$ cat src/rtl/fifo_arb_pkg.sv
// Shared types and the round-robin pick function for the FIFO write arbiter.
// rr_pick works on a fixed 8-wide vector so every producer count from 2 to 8 shares one implementation.
package fifo_arb_pkg;

    typedef enum logic {
        IDLE = 1'b0,
        LOCK = 1'b1
    } arb_state_e;

    localparam int MAX_REQ = 8;
    localparam int PICK_W  = 3;

    // First set bit of valid at or after ptr, wrapping modulo n; returns 0 when nothing is set.
    function automatic logic [PICK_W-1:0] rr_pick(
        input logic [MAX_REQ-1:0] valid,
        input logic [PICK_W-1:0]  ptr,
        input int                 n
    );
        logic [PICK_W-1:0] sel;
        logic [PICK_W-1:0] pos;
        logic              found;
        int                idx;
        sel   = '0;
        found = 1'b0;
        for (int k = 0; k < MAX_REQ; k++) begin
            idx = (int'(ptr) + k) % n;
            pos = PICK_W'(idx);
            if (k < n && !found && valid[pos]) begin
                sel   = pos;
                found = 1'b1;
            end
        end
        return sel;
    endfunction

endpackage

$ cat src/rtl/fifo_wr_arbiter_if.sv
// Producer, FIFO-control and consumer signals of the arbiter bundled into one interface.
// slave is the arbiter's view; master is the surrounding producers, FIFO and consumer.
interface fifo_wr_arbiter_if #(
    parameter int NUM_REQ = 4,
    parameter int DATA_W  = 8,
    parameter int ID_W    = 2
);
    logic [NUM_REQ-1:0]        req_valid;
    logic [NUM_REQ*DATA_W-1:0] req_data;
    logic [NUM_REQ-1:0]        req_last;
    logic [NUM_REQ-1:0]        req_ready;
    logic [ID_W-1:0]           gnt_id;
    logic                      busy;
    logic                      fifo_wen;
    logic [DATA_W-1:0]         fifo_wdata;
    logic                      fifo_ren;
    logic [DATA_W-1:0]         fifo_rdata;
    logic                      fifo_full;
    logic                      fifo_empty;
    logic                      rd_req;
    logic                      rd_valid;
    logic [DATA_W-1:0]         rd_data;

    modport slave (
        input  req_valid, req_data, req_last,
        input  fifo_rdata, fifo_full, fifo_empty, rd_req,
        output req_ready, gnt_id, busy,
        output fifo_wen, fifo_wdata, fifo_ren,
        output rd_valid, rd_data
    );

    modport master (
        output req_valid, req_data, req_last,
        output fifo_rdata, fifo_full, fifo_empty, rd_req,
        input  req_ready, gnt_id, busy,
        input  fifo_wen, fifo_wdata, fifo_ren,
        input  rd_valid, rd_data
    );
endinterface

$ cat src/rtl/rr_select.sv
// Combinational round-robin picker: lowest requester index at or after ptr, modulo NUM_REQ.
module rr_select
    import fifo_arb_pkg::*;
#(
    parameter int NUM_REQ = 4,
    parameter int PTR_W   = $clog2(NUM_REQ)
) (
    input  logic [NUM_REQ-1:0] valid,
    input  logic [PTR_W-1:0]   ptr,
    output logic [PTR_W-1:0]   idx,
    output logic               any
);

    logic [MAX_REQ-1:0] valid_ext;
    logic [PICK_W-1:0]  ptr_ext;

    generate
        for (genvar gi = 0; gi < MAX_REQ; gi++) begin : g_ext
            if (gi < NUM_REQ) begin : g_live
                assign valid_ext[gi] = valid[gi];
            end else begin : g_pad
                assign valid_ext[gi] = 1'b0;
            end
        end
    endgenerate

    assign ptr_ext = PICK_W'(ptr);
    assign idx     = PTR_W'(rr_pick(valid_ext, ptr_ext, NUM_REQ));
    assign any     = |valid;

endmodule

$ cat src/rtl/fifo_wr_arbiter.sv
// Round-robin, packet-locked write arbiter in front of a shared byte FIFO, plus a one-stage pop path.
// Writes are blocked while full and reads while empty, so the FIFO never overwrites or underflows.
module fifo_wr_arbiter
    import fifo_arb_pkg::*;
#(
    parameter int NUM_REQ = 4,
    parameter int DATA_W  = 8,
    parameter int ID_W    = 2
) (
    input  logic            clk,
    input  logic            rst,
    fifo_wr_arbiter_if.slave bus
);

    localparam int PTR_W = $clog2(NUM_REQ);

    arb_state_e        state_q, state_d;
    logic [PTR_W-1:0]  rr_ptr_q, rr_ptr_d;
    logic [PTR_W-1:0]  owner_q, owner_d;
    logic              rd_valid_q, rd_valid_d;
    logic [DATA_W-1:0] rd_data_q, rd_data_d;

    logic [PTR_W-1:0]  pick_idx;
    logic              pick_any;
    logic [PTR_W-1:0]  gnt;
    logic              accept;
    logic              ren;

    rr_select #(
        .NUM_REQ (NUM_REQ),
        .PTR_W   (PTR_W)
    ) u_rr_select (
        .valid (bus.req_valid),
        .ptr   (rr_ptr_q),
        .idx   (pick_idx),
        .any   (pick_any)
    );

    always_comb begin
        gnt        = owner_q;
        state_d    = state_q;
        rr_ptr_d   = rr_ptr_q;
        owner_d    = owner_q;
        rd_valid_d = 1'b0;
        rd_data_d  = rd_data_q;

        // With nobody requesting in IDLE, gnt stays on the previous owner so gnt_id reports it.
        if (state_q == IDLE && pick_any) begin
            gnt = pick_idx;
        end

        accept = !rst && bus.req_valid[gnt] && !bus.fifo_full;
        ren    = !rst && bus.rd_req && !bus.fifo_empty;

        if (accept) begin
            owner_d = gnt;
            if (bus.req_last[gnt]) begin
                state_d  = IDLE;
                rr_ptr_d = (gnt == PTR_W'(NUM_REQ - 1)) ? '0 : gnt + 1'b1;
            end else begin
                state_d = LOCK;
            end
        end

        if (ren) begin
            rd_valid_d = 1'b1;
            rd_data_d  = bus.fifo_rdata;
        end
    end

    always_ff @(posedge clk) begin
        if (rst) begin
            state_q    <= IDLE;
            rr_ptr_q   <= '0;
            owner_q    <= '0;
            rd_valid_q <= 1'b0;
            rd_data_q  <= '0;
        end else begin
            state_q    <= state_d;
            rr_ptr_q   <= rr_ptr_d;
            owner_q    <= owner_d;
            rd_valid_q <= rd_valid_d;
            rd_data_q  <= rd_data_d;
        end
    end

    generate
        for (genvar gi = 0; gi < NUM_REQ; gi++) begin : g_ready
            assign bus.req_ready[gi] = accept && (gnt == PTR_W'(gi));
        end
    endgenerate

    assign bus.fifo_wen   = accept;
    assign bus.fifo_wdata = bus.req_data[gnt*DATA_W +: DATA_W];
    assign bus.fifo_ren   = ren;
    assign bus.gnt_id     = ID_W'(gnt);
    assign bus.busy       = (state_q == LOCK);
    assign bus.rd_valid   = rd_valid_q;
    assign bus.rd_data    = rd_data_q;

endmodule

$ cat src/flat_wrapper.sv
// flat-port wrapper written by rule: the top's interface ports become plain ports
module fifo_wr_arbiter_flat import fifo_arb_pkg::*;
#(
    parameter int NUM_REQ = 4,
    parameter int DATA_W  = 8,
    parameter int ID_W    = 2
)
  (clk, rst, bus_req_valid, bus_req_data, bus_req_last, bus_fifo_rdata, bus_fifo_full, bus_fifo_empty, bus_rd_req, bus_req_ready, bus_gnt_id, bus_busy, bus_fifo_wen, bus_fifo_wdata, bus_fifo_ren, bus_rd_valid, bus_rd_data);
  fifo_wr_arbiter_if #(.NUM_REQ(NUM_REQ), .DATA_W(DATA_W), .ID_W(ID_W)) bus_i ();
  input  logic clk;
  input  logic rst;
  input wire logic [$bits(bus_i.req_valid)-1:0] bus_req_valid;
  input wire logic [$bits(bus_i.req_data)-1:0] bus_req_data;
  input wire logic [$bits(bus_i.req_last)-1:0] bus_req_last;
  input wire logic [$bits(bus_i.fifo_rdata)-1:0] bus_fifo_rdata;
  input wire logic [$bits(bus_i.fifo_full)-1:0] bus_fifo_full;
  input wire logic [$bits(bus_i.fifo_empty)-1:0] bus_fifo_empty;
  input wire logic [$bits(bus_i.rd_req)-1:0] bus_rd_req;
  output wire logic [$bits(bus_i.req_ready)-1:0] bus_req_ready;
  output wire logic [$bits(bus_i.gnt_id)-1:0] bus_gnt_id;
  output wire logic [$bits(bus_i.busy)-1:0] bus_busy;
  output wire logic [$bits(bus_i.fifo_wen)-1:0] bus_fifo_wen;
  output wire logic [$bits(bus_i.fifo_wdata)-1:0] bus_fifo_wdata;
  output wire logic [$bits(bus_i.fifo_ren)-1:0] bus_fifo_ren;
  output wire logic [$bits(bus_i.rd_valid)-1:0] bus_rd_valid;
  output wire logic [$bits(bus_i.rd_data)-1:0] bus_rd_data;
  assign bus_i.req_valid = bus_req_valid;
  assign bus_i.req_data = bus_req_data;
  assign bus_i.req_last = bus_req_last;
  assign bus_i.fifo_rdata = bus_fifo_rdata;
  assign bus_i.fifo_full = bus_fifo_full;
  assign bus_i.fifo_empty = bus_fifo_empty;
  assign bus_i.rd_req = bus_rd_req;
  assign bus_req_ready = bus_i.req_ready;
  assign bus_gnt_id = bus_i.gnt_id;
  assign bus_busy = bus_i.busy;
  assign bus_fifo_wen = bus_i.fifo_wen;
  assign bus_fifo_wdata = bus_i.fifo_wdata;
  assign bus_fifo_ren = bus_i.fifo_ren;
  assign bus_rd_valid = bus_i.rd_valid;
  assign bus_rd_data = bus_i.rd_data;
  fifo_wr_arbiter #(.NUM_REQ(NUM_REQ), .DATA_W(DATA_W), .ID_W(ID_W)) u_core (.clk(clk), .rst(rst), .bus(bus_i));
endmodule
$ cat config.mk
export PLATFORM = sky130hd
export DESIGN_NAME = fifo_wr_arbiter_flat
export DESIGN_NICKNAME = d
export VERILOG_FILES = /design/src/rtl/fifo_arb_pkg.sv /design/src/rtl/fifo_wr_arbiter_if.sv /design/src/rtl/rr_select.sv /design/src/rtl/fifo_wr_arbiter.sv /design/src/flat_wrapper.sv
export SDC_FILE = /design/constraint.sdc
export NUM_CORES = 1
export LEC_CHECK = 0
export ABC_AREA = 1
export CAP_MARGIN = 15
export CORE_AREA = 2 2 60 62
export DETAILED_ROUTE_END_ITERATION = 8
export DIE_AREA = 0 0 62 64
export GPL_TIMING_DRIVEN = 0
export PLACE_DENSITY = 0.84
export SKIP_CTS_REPAIR_TIMING = 1
export SLEW_MARGIN = 5
export SYNTH_ARGS = -nofsm -noshare
export SYNTH_HDL_FRONTEND = slang
export SYNTH_HIERARCHICAL = 1
export SYNTH_SLANG_ARGS = --single-unit
export TNS_END_PERCENT = 50
$ cat constraint.sdc
create_clock -name clk -period 7 [get_ports clk]
set_clock_uncertainty 0.05 [all_clocks]
set_input_delay 1.75 -clock clk [delete_from_list [all_inputs] [get_ports clk]]
set_output_delay 1.75 -clock clk [all_outputs]
set_load 0.02 [all_outputs]
## Word-level counts from Yosys, hierarchy flattened

Cells that the tools add are included.

| word-level totals | value |
|---|---|
| output and inout port bits | 26 |
| bits in registers | 14 |
| word-level logic and storage cells | 69 |

| operators by class | value |
|---|---|
| magnitude comparators | 5 |
| bitwise logic cells | 4 |
| equal/unequal tests | 3 |
| shifts and indexed selects | 1 |
| reduce and logical (&&, ||, !) cells | 24 |
| muxes and demuxes | 23 |
| $add $sub $neg | 4 |

Operators by type and width:

| kind | count |
|---|---|
| 32-bit by 6-bit indexed part select with 8-bit output | 1 |
| 1-bit logical AND | 12 |
| 3-bit by 4-bit less-than comparator with 1-bit output (second input constant) | 3 |
| 2-bit two-way mux | 6 |
| 1-bit two-way mux | 11 |
| 1-bit binary-select mux with 3-bit select | 3 |
| 1-bit binary-select mux with 2-bit select | 3 |
| 1-bit logical NOT | 6 |
| 2-bit OR reduction | 3 |
| 2-bit by 1-bit adder with 2-bit output (second input constant) | 2 |
| 2-bit adder (second input constant) | 2 |
| 2-bit equality test (second input constant) | 2 |
| 2-bit by 4-bit less-than comparator with 1-bit output (second input constant) | 1 |
| 4-bit OR reduction | 1 |
| 1-bit bitwise AND (first input constant) | 3 |
| 2-bit by 3-bit less-than comparator with 1-bit output (second input constant) | 1 |
| 2-bit by 1-bit equality test with 1-bit output (second input constant) | 1 |
| 2-bit logical NOT | 1 |
| 2-bit AND reduction | 1 |
| 1-bit NOT | 1 |

## Depth between registers and ports, before layout

| depth | value |
|---|---|
| depth after elaboration | 19 |
| depth in mapped cells | 22 |
| mapped depth without buffers | 20 |

## Hierarchy

The synthesis kept the hierarchy.

By module, submodules not included:

| module | instances | area each (um^2) | sequential area each (um^2) | cells an instance |
|---|---|---|---|---|
| fifo_wr_arbiter | 1 | 1048.5 | 280.3 | 165 |
| rr_select | 1 | 242.7 | 0.0 | 49 |

## Worst setup path before layout

Ideal clock, no wire load.

| path | value |
|---|---|
| kind | input to output |
| start | input port bus_req_valid[2] |
| end | output port bus_req_ready[1] |
| path buffers | 2 |
| stages on the path | 9 |
| arrival time | 3525 ps |
| slack | 1675 ps |
| cells stage by stage | or4_1 nand2_2 nand2_2 nand2_2 buf_4 buf_2 ha_1 inv_1 nor2_1 |

| on the way | value |
|---|---|
| longest elaborated chain between the ends | 18 |
| elaborated cells on any way between the ends | 30 |
| those cells by class | eq/ne: 1; mux: 18; reduce/logical: 11 |

RTL lines:

| item | line | RTL |
|---|---|---|
| from (decl) | flat_wrapper.sv:12 | `input wire logic [$bits(bus_i.req_valid)-1:0] bus_req_valid;` |
| 1-bit binary-select mux with 2-bit select | fifo_arb_pkg.sv:28 | `if (k < n && !found && valid[pos]) begin` |
| 1-bit two-way mux (not written as such) | fifo_arb_pkg.sv:28 |  |
| 1-bit two-way mux | fifo_arb_pkg.sv:28 |  |
| 1-bit logical NOT | fifo_arb_pkg.sv:28 |  |
| 1-bit logical AND | fifo_arb_pkg.sv:28 |  |
| 1-bit two-way mux | fifo_arb_pkg.sv:28 |  |
| 1-bit logical NOT | fifo_arb_pkg.sv:28 |  |
| 1-bit logical AND | fifo_arb_pkg.sv:28 |  |
| [... 2 more ...] | - |  |
| 1-bit logical AND | fifo_arb_pkg.sv:28 |  |
| 2-bit two-way mux | fifo_arb_pkg.sv:28 |  |
| 2-bit two-way mux * | fifo_wr_arbiter.sv:48 | `if (state_q == IDLE && pick_any) begin` |
| net bus_gnt_id[0] | flat_wrapper.sv:20 | `output wire logic [$bits(bus_i.gnt_id)-1:0] bus_gnt_id;` |
| 1-bit binary-select mux with 2-bit select | fifo_wr_arbiter.sv:52 | `accept = !rst && bus.req_valid[gnt] && !bus.fifo_full;` |
| 1-bit two-way mux (not written as such) | fifo_wr_arbiter.sv:52 |  |
| 1-bit logical AND (2 in series) | fifo_wr_arbiter.sv:52 |  |
| 1-bit logical AND * | fifo_wr_arbiter.sv:89 | `assign bus.req_ready[gi] = accept && (gnt == PTR_W'(gi));` |
| to (decl) | flat_wrapper.sv:19 | `output wire logic [$bits(bus_i.req_ready)-1:0] bus_req_ready;` |

Mark *: on every way through the listed nets, which the timed path passes. The rest lies on a longest branch. The select of a mux whose other input is x is not followed.

## Worst setup path in the final report

| path | value |
|---|---|
| start | input port bus_req_valid[2] |
| end | output port bus_req_ready[3] |

| on the way | value |
|---|---|
| elaborated cells on any way between the ends | 30 |
| those cells by class | eq/ne: 1; mux: 18; reduce/logical: 11 |

RTL lines:

| item | line | RTL |
|---|---|---|
| 4-bit OR reduction * | rr_select.sv:29 | `assign any = \|valid;` |
| net u_core.pick_any | fifo_wr_arbiter.sv:24 | `logic pick_any;` |
| 1-bit logical AND * | fifo_wr_arbiter.sv:48 |  |
| 2-bit two-way mux * | fifo_wr_arbiter.sv:48 |  |
| 1-bit binary-select mux with 2-bit select | fifo_wr_arbiter.sv:52 |  |
| 1-bit two-way mux (not written as such) | fifo_wr_arbiter.sv:52 |  |
| 1-bit logical AND (2 in series) | fifo_wr_arbiter.sv:52 |  |
| 1-bit logical AND * | fifo_wr_arbiter.sv:89 |  |

Marks and branches as above.

==> flow_results.org <==
** Run status
- Outcome :: finished, final reports clean

** Worst setup path
- Launching element type of the critical path :: input port
- Slowest Stage Delay on Critical Path :: 640 ps
- Worst R2R Setup Slack :: 4540 ps
- Walking the worst path, the cells encountered are clkdlybuf4s50_1, or4_1, nand2_2, nand2_2, nand2_2, buf_4, buf_2, ha_1, inv_1, nor2_1, clkdlybuf4s50_1.
- Among all stages on the critical path, the largest delay is contributed by sky130_fd_sc_hd__or4_1.
- Crit path buffers/inverters :: 5
- Worst Path Max Fanout :: 12
- Required time of the critical path :: 5200 ps
- Kind of end point of the critical path :: output pin
- Most frequent cell on the critical path :: sky130_fd_sc_hd__nand2_2
- At the worst endpoint, the arrival time is 4620 ps.
- The worst setup path is of the in2out kind.
- Cell type group with the largest total delay on the critical path :: buffers and inverters

** Yosys
- Adder-cell share of the synthesized area :: 0.0388
- In the synthesized netlist the dominant register cell turns out to be sky130_fd_sc_hd__dfxtp_1.
- The fraction of the mapped netlist area in compound gates was 0.162.
- Number of different library cells in the post-synthesis netlist :: 25
- Synthesized cell area :: 0.00129 mm²
- After synthesis, the share of cell area in mux cells is 0.
- Seq/Total Area, Yosys :: 0.217
- Of the post-synthesis cell area, the dominant cell type holds 0.217.
- Yosys warns :: 6
- The number of nets in the synthesized netlist is 271.
- By area, the combinational part of the netlist is dominated by simple AND/OR/NAND/NOR gates.
- Cells taking the most area after synthesis :: sky130_fd_sc_hd__dfxtp_1, sky130_fd_sc_hd__nor2_1, sky130_fd_sc_hd__nand2_1
- Asr flop ratio synth :: 0
- Per-instance average area after synthesis :: 6.03 µm²
- Yosys mapped a number of flops with a built-in enable equal to 0.
- Simple-gate share of the synthesized area :: 0.474
- Post-synthesis cell count :: 214
- The synthesized design contains 14 register bits.
- Area leader, netlist :: sky130_fd_sc_hd__dfxtp_1
- Xor-xnor portion of the synthesized cell area :: 0

** Power
- For this design the ratio of total power to cell area is 462 mW/mm².
- Internal power contribution :: 0.000470 W
- Net switching fraction of the power :: 0.531
- Maximum vdd drop :: 249 µV
- Total net switching power :: 0.000531 W
- Part of the total power dissipated in the clock network :: 0.057
- The share of total power dissipated in sequential elements is 0.101.
- Final Total Pwr :: 0.00100 W
- Of the total power, combinational logic draws 0.842.
- Leakage power figure :: 0.950 nW

** Clocking
- Root buffer selected by CTS :: sky130_fd_sc_hd__clkbuf_4
- Longest Clk Path Bufs :: 2
- The clock reaches the later pin of the worst-skew pair after 270 ps.
- TritonCTS built the clock tree.
- The number of clock buffers added by TritonCTS is 3.
- Clock net sink count :: 14
- Clock-pin slew was measured on the worst setup and hold paths at 80 ps.
- Maximum level of the CTS H-tree :: 1

** Timing
- The max-slew violation total from the final report was 0.
- Post-layout min period :: 6420 ps
- At the pin with the least slew margin, the transition time is 492 ps.
- Slew HR :: 0.671
- For this run, the top clock speed supported by timing is 0.156 GHz.
- Summed over all failing endpoints, the final setup total negative slack is 0 ps.
- Final setup violation count :: 0
- The number of hold violations in the final report was 0.
- Setup repair after global routing missed its margin :: no
- In the finished design, the share of the clock period the worst path needs comes to 0.917.

** Job
- Max-cap violations :: 0

** Floorplanning
- Die Wd :: 62 µm
- Die ar. :: 0.00397 mm²
- Std cell rows :: 21
- The initial utilization of the core area, before any placement, comes to 0.393.
- Pin placement for this block handled 79 I/O pins.
- Die Y-Extent :: 64 µm
- The total area inside the core boundary comes to 0.00328 mm².

** Placed design
- The placed instances occupy a cell area of 0.00213 mm².
- In this run the tool buffered the top-level ports with 78 buffer cells.
- Final RePlAce weighted congestion :: 0.844
- Detailed placement ended at an HPWL of 3230 µm.

** Drt
- Post-detailed-route count of antenna-violating nets :: 0
- Summed over all layers, the routed wires come to 4020 µm.
- Via density per instance :: 4.79
- The pre-antenna-repair detailed-routing pass consisted of 5 iterations.
- In the routed design, unresolved DRC markers number 0.
- Dividing the detail-routed wire length by the instance count gives 11.7 µm.
- The first routing iteration left 87 violations.
- The final route contains 1,639 vias.

** Global routing
- Largest net degree at the start of global routing :: 13
- Global-route congestion overflow total :: 0
- Antenna violations before repair :: 0
- The via count of the first global-routing pass was 1,583.
- For this run, the total global-route usage over all layers was measured as 0.215.
- Wire length of the first global-routing pass :: 6770 µm

** Hold path
- The worst hold path belongs to the class reg2reg.

** Cells and area
- After routing the design area is 0.00217 mm².
- The repair_antennas step left the layout with diodes totalling 0.
- In the layout the commonest cells are sky130_fd_sc_hd__clkdlybuf4s50_1, sky130_fd_sc_hd__nor2_1, sky130_fd_sc_hd__nand2_1.
- The library cell used most frequently in the layout, excluding fill and tap cells, is sky130_fd_sc_hd__clkdlybuf4s50_1.
- NumNets Final :: 354
- Relative to the synthesized area, the layout overhead comes to 67.7%.
- Of the cells placed in the final design, the portion with a size suffix greater than 1 is 0.132.
-- cell type report --
cell class	count	area [µm²]
timing repair buffer	78	781
inverter	21	83.8
buffer	8	56.3
sequential	14	280
tap	46	57.6
multi-input combinational	171	871
clock buffer	4	36.3
fill	306	1120
-- cell usage after synthesis (2+ instances only) --
master	instances
sky130_fd_sc_hd__a21oi_1	2
sky130_fd_sc_hd__buf_2	3
sky130_fd_sc_hd__buf_4	2
sky130_fd_sc_hd__buf_6	2
sky130_fd_sc_hd__dfxtp_1	14
sky130_fd_sc_hd__ha_1	4
sky130_fd_sc_hd__inv_1	17
sky130_fd_sc_hd__inv_2	2
sky130_fd_sc_hd__nand2_1	40
sky130_fd_sc_hd__nand2_2	16
sky130_fd_sc_hd__nand2_4	3
sky130_fd_sc_hd__nand3_1	15
sky130_fd_sc_hd__nor2_1	47
sky130_fd_sc_hd__nor2_4	3
sky130_fd_sc_hd__o21ai_0	25
sky130_fd_sc_hd__o21ai_1	3
sky130_fd_sc_hd__o22ai_1	8
-- through the flow --
step	worst slack (ps)	hold slack, ps	instances	utilization
final	582	434	342	0.659
after global routing	376	468	342	0.659
after CTS	574	436	342	0.659
after detailed placement	573	424	338	0.648
after global placement	616	410	338	0.648
after floorplan	1680	394	214	-
-- registers in the layout, indices dropped and copies added, names as in the netlist --
signal and cells:
u_core/owner_q 2, u_core/bus.rd_valid 1, u_core/bus.busy 1, u_core/rr_ptr_q 2, u_core/bus.rd_data 8
-- worst reg2reg max path, delay by kind of cell, from the launching register on --
family,cells,cell delay (ps)
buffers and inverters,5,690
and+or+nand+nor,11,880
DFF,1,350
AOI/OAI and AO/OA,1,120
adders and majority gates,1,280
-- logic make-up (layout without fill, tap and decap cells) --
family	count (synthesis)	in the layout
compound gates	39	39
simple gates	128	128
fa+ha+maj	4	4
buf+inv	29	111
flops	14	14
-- metal layers --
metal  global-route usage  share of wire  vias to the layer above
met5                    0              0                        -
met4               0.0505         0.0080                        0
met3               0.0425          0.065                        4
met2                0.365           0.49                       56
met1                0.272           0.43                      730
li1                     -              -                      849
-- path summary, 6_finish.rpt --
check                                        from                         endpoint  cells past startpoint
setup / recovery                 bus_req_valid[2]                 bus_req_ready[3]                     11
hold / removal     u_core/owner_q[1]$_SDFFE_PP0P_   u_core/owner_q[1]$_SDFFE_PP0P_                      2
setup reg to reg  u_core/rr_ptr_q[0]$_SDFFE_PP0P_  u_core/rr_ptr_q[1]$_SDFFE_PP0P_                     18
hold reg to reg    u_core/owner_q[1]$_SDFFE_PP0P_   u_core/owner_q[1]$_SDFFE_PP0P_                      2
-- power groups by stage --
stage               clock network [W]  registers (W)  logic, W
floorplan                           0       0.000107  0.000545
global placement                    0       0.000102  0.000830
detailed placement                  0       0.000103  0.000839
CTS                         0.0000578       0.000102  0.000843
global route                0.0000616       0.000104  0.000926
finish                      0.0000569       0.000102  0.000842
No activity file was read; power rests on OpenSTA's default activity.
